--- src/rtl/cmp_arbiter_pkg.sv ---
// Shared types for the two-requester branch-comparator arbiter.
// Latency: n/a (types and constants only).
// Backpressure: n/a.
package cmp_arbiter_pkg;

   // Default operand width of the shared comparator
   localparam int CMPARB_WIDTH = 32;

   // Arbiter sequencing states
   typedef enum logic {
      IDLE = 1'b0,
      CMP  = 1'b1
   } state_t;

   // Requester identifier
   typedef logic reqId_t;

   localparam reqId_t REQ0 = 1'b0;
   localparam reqId_t REQ1 = 1'b1;

endpackage

--- src/rtl/cmp_arbiter_core.sv ---
// Shared comparator: a!=b and signed a<b from one subtract plus overflow.
// Latency: purely combinational.
// Backpressure: none; fed from the arbiter's latched operand registers.
module cmp_core #(
   parameter int WIDTH = 32
) (
   input  logic [WIDTH-1:0] a,
   input  logic [WIDTH-1:0] b,
   output logic             neq,
   output logic             lt
);

   logic [WIDTH-1:0] diff;
   logic             ovf;

   // Subtract once; sign of the difference corrected by overflow gives signed less-than
   always_comb begin
      diff = a - b;
      // Overflow only when operand signs differ and the result sign flips away from a
      ovf  = (a[WIDTH-1] != b[WIDTH-1]) && (diff[WIDTH-1] != a[WIDTH-1]);
      neq  = |diff;
      lt   = diff[WIDTH-1] ^ ovf;
   end

endmodule

--- src/rtl/cmp_arbiter.sv ---
// Arbitrates two requesters onto one comparator; round-robin tie break, or req0 priority with CMPARB_FIXED_PRIO_EN.
// Latency: accept edge -> result registered one edge later; one compare per 2 cycles.
// Backpressure: readyN only for the granted valid requester in IDLE; both ready low while busy or in reset.
module cmp_arbiter
   import cmp_arbiter_pkg::*;
#(
   parameter int WIDTH = CMPARB_WIDTH
) (
   input  logic             clock,
   input  logic             reset,
   input  logic             req0_valid,
   output logic             req0_ready,
   input  logic [WIDTH-1:0] req0_a,
   input  logic [WIDTH-1:0] req0_b,
   input  logic             req1_valid,
   output logic             req1_ready,
   input  logic [WIDTH-1:0] req1_a,
   input  logic [WIDTH-1:0] req1_b,
   output logic             rsp0_valid,
   output logic             rsp0_neq,
   output logic             rsp0_lt,
   output logic             rsp1_valid,
   output logic             rsp1_neq,
   output logic             rsp1_lt,
   output logic             busy
);

   state_t           state;
   reqId_t           grantId;     // requester being served while in CMP
   reqId_t           nextGrant;   // requester that would win in IDLE this cycle
   logic [WIDTH-1:0] opA;
   logic [WIDTH-1:0] opB;
   logic             cmpNeq;
   logic             cmpLt;
   logic             idleOk;
   logic             accept;
`ifndef CMPARB_FIXED_PRIO_EN
   reqId_t           lastGrant;
`endif

   // Pick the winner: a lone requester wins outright, ties go by priority policy
   always_comb begin
      nextGrant = REQ0;
      if (req0_valid && req1_valid) begin
`ifdef CMPARB_FIXED_PRIO_EN
         nextGrant = REQ0;
`else
         nextGrant = ~lastGrant;
`endif
      end else if (req1_valid) begin
         nextGrant = REQ1;
      end
   end

   assign idleOk     = !reset && (state == IDLE);
   assign req0_ready = idleOk && req0_valid && (nextGrant == REQ0);
   assign req1_ready = idleOk && req1_valid && (nextGrant == REQ1);
   assign accept     = req0_ready || req1_ready;
   assign busy       = (state == CMP);

   cmp_core #(
      .WIDTH (WIDTH)
   ) u_core (
      .a   (opA),
      .b   (opB),
      .neq (cmpNeq),
      .lt  (cmpLt)
   );

   // Sequencer: latch operands on accept, register the result into the winner's response port
   always_ff @(posedge clock) begin
      if (reset) begin
         state      <= IDLE;
         grantId    <= REQ0;
         opA        <= '0;
         opB        <= '0;
         rsp0_valid <= 1'b0;
         rsp0_neq   <= 1'b0;
         rsp0_lt    <= 1'b0;
         rsp1_valid <= 1'b0;
         rsp1_neq   <= 1'b0;
         rsp1_lt    <= 1'b0;
`ifndef CMPARB_FIXED_PRIO_EN
         lastGrant  <= REQ1;
`endif
      end else begin
         rsp0_valid <= 1'b0;
         rsp1_valid <= 1'b0;
         case (state)
            IDLE: begin
               if (accept) begin
                  opA     <= (nextGrant == REQ1) ? req1_a : req0_a;
                  opB     <= (nextGrant == REQ1) ? req1_b : req0_b;
                  grantId <= nextGrant;
`ifndef CMPARB_FIXED_PRIO_EN
                  lastGrant <= nextGrant;
`endif
                  state   <= CMP;
               end
            end
            CMP: begin
               if (grantId == REQ0) begin
                  rsp0_valid <= 1'b1;
                  rsp0_neq   <= cmpNeq;
                  rsp0_lt    <= cmpLt;
               end else begin
                  rsp1_valid <= 1'b1;
                  rsp1_neq   <= cmpNeq;
                  rsp1_lt    <= cmpLt;
               end
               state <= IDLE;
            end
            default: state <= IDLE;
         endcase
      end
   end

endmodule

--- config.mk ---
export PLATFORM = sky130hd
export DESIGN_NAME = cmp_arbiter
export DESIGN_NICKNAME = d
export VERILOG_FILES = /design/src/rtl/cmp_arbiter_pkg.sv /design/src/rtl/cmp_arbiter_core.sv /design/src/rtl/cmp_arbiter.sv
export SDC_FILE = /design/constraint.sdc
export NUM_CORES = 1
export LEC_CHECK = 0
export CORE_AREA = 4 4 137 113
export DETAILED_ROUTE_END_ITERATION = 8
export DIE_AREA = 0 0 141 117
export GPL_ROUTABILITY_DRIVEN = 0
export GPL_TIMING_DRIVEN = 0
export MAX_ROUTING_LAYER = met4
export PLACE_DENSITY_LB_ADDON = 0.05
export SYNTH_ARGS = -nofsm -noshare
export SYNTH_HDL_FRONTEND = slang
export SYNTH_SLANG_ARGS = --single-unit
--- constraint.sdc ---
create_clock -name clock -period 8.71 [get_ports clock]
set_clock_uncertainty 0.1 [all_clocks]
set_input_delay 1.742 -clock clock [delete_from_list [all_inputs] [get_ports clock]]
set_output_delay 1.742 -clock clock [all_outputs]
set_load 0.005 [all_outputs]
# Yosys cells after proc, flatten, opt, wreduce, memory -nomap -nowiden
# Index checks and enable logic that the tools add are counted.
# Widths: inputs -> output; s select.
[op_classes]
add_sub_neg = 1
multipliers = 0
div_mod_pow = 0
magnitude_cmp = 0
n_eq_ne = 2
shift = 0
mux = 8
n_bitwise = 5
reduce_logical = 14
[ops]
columns = ["cell", "n"]
rows = [
  ["$mux 32", 2],
  ["$reduce_or 32->1", 1],
  ["$sub 32x32->32", 1],
  ["$logic_and 1x1->1", 7],
  ["$reduce_and 2->1", 3],
  ["$mux 1", 5],
  ["$not 1->1", 4],
  ["$ne 1x1->1", 2],
  ["$pmux 1 s2", 1],
  ["$reduce_or 2->1", 1],
  ["$logic_not 1->1", 1],
  ["$logic_or 1x1->1", 1],
  ["$xor 1x1->1", 1],
]
[word_totals]
regBits = 73
latchBits = 0
ram_bits = 0
romBits = 0
inputBits = 132
out_inout_bits = 9
mem_count = 0

# Logic depth before layout (Yosys ltp)
[logic_depth]
depth_word = 7
depth_mapped = 24
ltp_nobuf = 23

# Cells and area by module
# A second synthesis with hierarchy kept.
[unflattened]
cells_unflattened = 644
area_unflattened_um2 = 5232.5
[by_module_without_submodules]
columns = ["mod", "instances", "cells_each", "area_per_inst_um2", "seq_area_each_um2"]
rows = [
  ["cmp_arbiter", 1, 399, 3564.7, 1461.4],
  ["cmp_core", 1, 245, 1667.8, 0.0],
]

# Worst setup path after synthesis
# OpenSTA, ideal clock, no wires.
[synth_path]
path_kind = "input -> output"
startpoint = "input req1_valid"
endpoint = "output req1_ready"
t_arrival_ns = 3.083
t_required_ns = 6.868
path_slack_ns = 3.785
path_stages = 4
n_path_buf = 2
cell_sequence = "a21boi_1 -> clkbuf_1 -> buf_1 -> nor3b_1"
[synth_via]
elab_chain_cells = 3
word_cells_on_any_way = 5
classes_between = "2 x mux; 3 x reduce/logical"
[synth_rtl]
columns = ["item", "line_no", "rtl"]
rows = [
  ["start, declared", "cmp_arbiter.sv:15", "input logic req1_valid,"],
  ["$mux 1 or $logic_and 1x1->1 (tied branches)", "cmp_arbiter.sv:50, cmp_arbiter.sv:44", ""],
  ["$mux 1", "cmp_arbiter.sv:44", "if (req0_valid && req1_valid) begin"],
  ["$logic_and 1x1->1 *", "cmp_arbiter.sv:57", "assign req1_ready = idleOk && req1_valid && (nextGrant == REQ1);"],
  ["end, declared", "cmp_arbiter.sv:16", "output logic req1_ready,"],
]
# Mark *: on every way between the ends. The rest lies on a longest branch, timed or not.

# Final worst setup path
# Same ends and word-level chain as after synthesis.

==> out/qor.yml <==
ctsResizeCount: 0
final_nets: 910
syn_area_mm2: 0.00485
period_minus_slack_ps: 6400
ys.flop_type: "dfxtp_1"
synthTopCellsByCount: "91 x nor2_1, 73 x dfxtp_1, 67 x a211oi_1, 67 x mux2i_1, 36 x inv_1"
ios: 141
yosys_register_bits: 73
ys_seq_area_frac: 0.301
grt_max_degree: 13
setup_viol: 0
antenna_cells: 0
synth_edf_count: 0
powerDensity_mw_per_mm2: 174
finalHoldViolCount: 0
clockBufferDepth: 2
rsz0062_at_grt: "no"
maxCapViolCount: 0
crit_type: "in2out"
yosysTopAreaCell: "dfxtp_1"
synth_warnings: 0
synthTopCellsByArea: "dfxtp_1 30%, mux2i_1 14%, a211oi_1 10%"
yosysTopAreaCellShare: 0.301
syn-num-nets: 759
stdcell_area_mm2: 0.00678
design.core.area_mm2: 0.0141
drv_slew: 0
clock_sinks: 73
worst_slew_pin_slew_ps: 914
dr.pass1.iters: 4
port_buffers: 140
drc_errors: 0
ant_nets: 0
min-delay-path-class: "reg2reg"
whs_ps: 364
hold_buffers: 0
via_per_inst: 5.08
cpPeakStageDelay_ps: 610
fmax_mhz: 156
crit_path_frequent_cell: "clkdlybuf4s50_1"
ir_drop_v: 0.000112
required_ps: 6870
fin_tns_setup_ps: 0
finalCritPeriodShare: 0.735
area_delta_synth_final_pct: 39.7
post_cts_buffers: 0
grt_antenna_before_repair: 0
syn_avg_cell_area_um2: 8.16
cp-start-kind: "input port"
vias: 4741
cp-end-kind: "output port"
drtIter0Drc: 186
avgRoutedWirePerCell_um: 15.1
grt_pass1_vias: 4643
start_util: 0.345
cp_data_arrival_time_ps: 4560
clk_pin_slew_ps: 60
async_reset_ff_frac: 0
drive_gt1_frac: 0.0347
rows: 39
root_buffer: "clkbuf_16"
largestRegisters: "opA: 32 flops, opB: 32 flops"
power_uw: 1180
slew-limit-headroom: 0.390
yosysMostFrequentCell: "nor2_1"
grt_pass1_wl_mm: 23.0
die_height_um: 117
die_width_um: 141
routed_wl_mm: 14.1
cp_slowest_cell: "clkbuf_1"
cts_tree: "done"
die_area_mm2: 0.0165
grt_usage: 0.179
hpwl_mm: 11.5
h-tree-depth: 3
path_cells: "clkdlybuf4s50_1, a21boi_1, clkbuf_1, buf_1, nor3b_1, clkdlybuf4s50_1"
clock_latency_ps: 340
place_area_mm2: 0.00649
grt-ovfl-total: 0
power.leakage_uw: 0.00259
worst-path-max-fanout: 10
syn-instance-count: 595
status: "completed"
ys_types: 54
cts_buffers: 9
[worst max-delay path: cells and delay by family]
family,cells,cell delay [ps]
compound gates,1,300
simple gates,1,270
buf+inv,4,2250
[metal layers]
| layer | GRT usage | routed length, um | vias up | part of all wire |
|---|---|---|---|---|
| li1 | - | - | 2456 | - |
| met1 | 0.231 | 6860 | 2178 | 0.48 |
| met2 | 0.292 | 6520 | 100 | 0.46 |
| met3 | 0.0390 | 672 | 7 | 0.048 |
| met4 | 0.0355 | 91 | 0 | 0.0064 |
| met5 | - | 0 | - | 0 |
[cell type report]
| type | instances | area (um^2) |
|---|---|---|
| fillers | 1416 | 7270 |
| clock buffers | 10 | 239 |
| inverters | 36 | 135 |
| flip-flops and latches | 73 | 1460 |
| plain buffers | 40 | 155 |
| well taps | 184 | 230 |
| multi-input cells | 446 | 3100 |
| repair buffers | 140 | 1400 |
| clock inverters | 5 | 56.3 |
[cells by family after synthesis]
kind of cell / share of synthesized area
AND/OR/NAND/NOR: 0.153
AO/OA/AOI/OAI: 0.232
buffers and inverters: 0.0598
flip-flops: 0.301
multiplexers: 0.138
adder cells (fa/ha/maj): 0.0840
XOR/XNOR: 0.0325
[cells in the final DEF (no fill, tap or decap), types with 2 or more instances in the layout]
| cell | instances |
|---|---|
| clkdlybuf4s50_1 | 140 |
| nor2_1 | 91 |
| dfxtp_1 | 73 |
| mux2i_1 | 67 |
| a211oi_1 | 67 |
| inv_1 | 36 |
| a21oi_1 | 35 |
| clkbuf_1 | 32 |
| ha_1 | 31 |
| nand2_1 | 29 |
| o21ai_0 | 16 |
| nand3_1 | 10 |
| xor2_1 | 9 |
| xnor2_1 | 9 |
| clkbuf_16 | 9 |
| nor3_1 | 7 |
| a31oi_1 | 7 |
| o21a_1 | 6 |
| nand2b_1 | 5 |
| nand4_1 | 5 |
| buf_1 | 4 |
| a21o_1 | 4 |
| buf_2 | 4 |
| nor2b_1 | 3 |
| o221ai_1 | 3 |
| o31ai_1 | 3 |
| nor4_1 | 3 |
| and2_1 | 2 |
| o21ai_1 | 2 |
| o211ai_1 | 2 |
| o21bai_1 | 2 |
| or3_1 | 2 |
| and3_1 | 2 |
| a2111o_1 | 2 |
| clkinv_2 | 2 |
[through the flow]
step / setup WS (ps) / util / std cells
final: 2310 / 0.483 / 934
after global routing: 2090 / 0.483 / 934
after CTS: 2200 / 0.483 / 934
after detailed placement: 2210 / 0.462 / 919
after global placement: 2310 / 0.462 / 919
after floorplan: 3780 / - / 595
[report_power, final]
group          total (uW)  switching (uW)  leakage [uW]  internal (uW)
registers             378            15.2      0.000603            362
clock network         370             143      0.000144            227
logic                 434             230       0.00185            203
[path summary, 6_finish.rpt]
check,start,end,slack [ps],cells after the start
worst min register to register,rsp0_lt$_SDFFE_PP0P_,rsp0_lt$_SDFFE_PP0P_,360,2
worst max register to register,opB[7]$_SDFFE_PP0P_,rsp1_neq$_SDFFE_PP0P_,3050,24
worst min-delay path,rsp0_lt$_SDFFE_PP0P_,rsp0_lt$_SDFFE_PP0P_,360,2
worst max-delay path,req1_valid,req1_ready,2310,6
(Power assumes the default switching activity.)
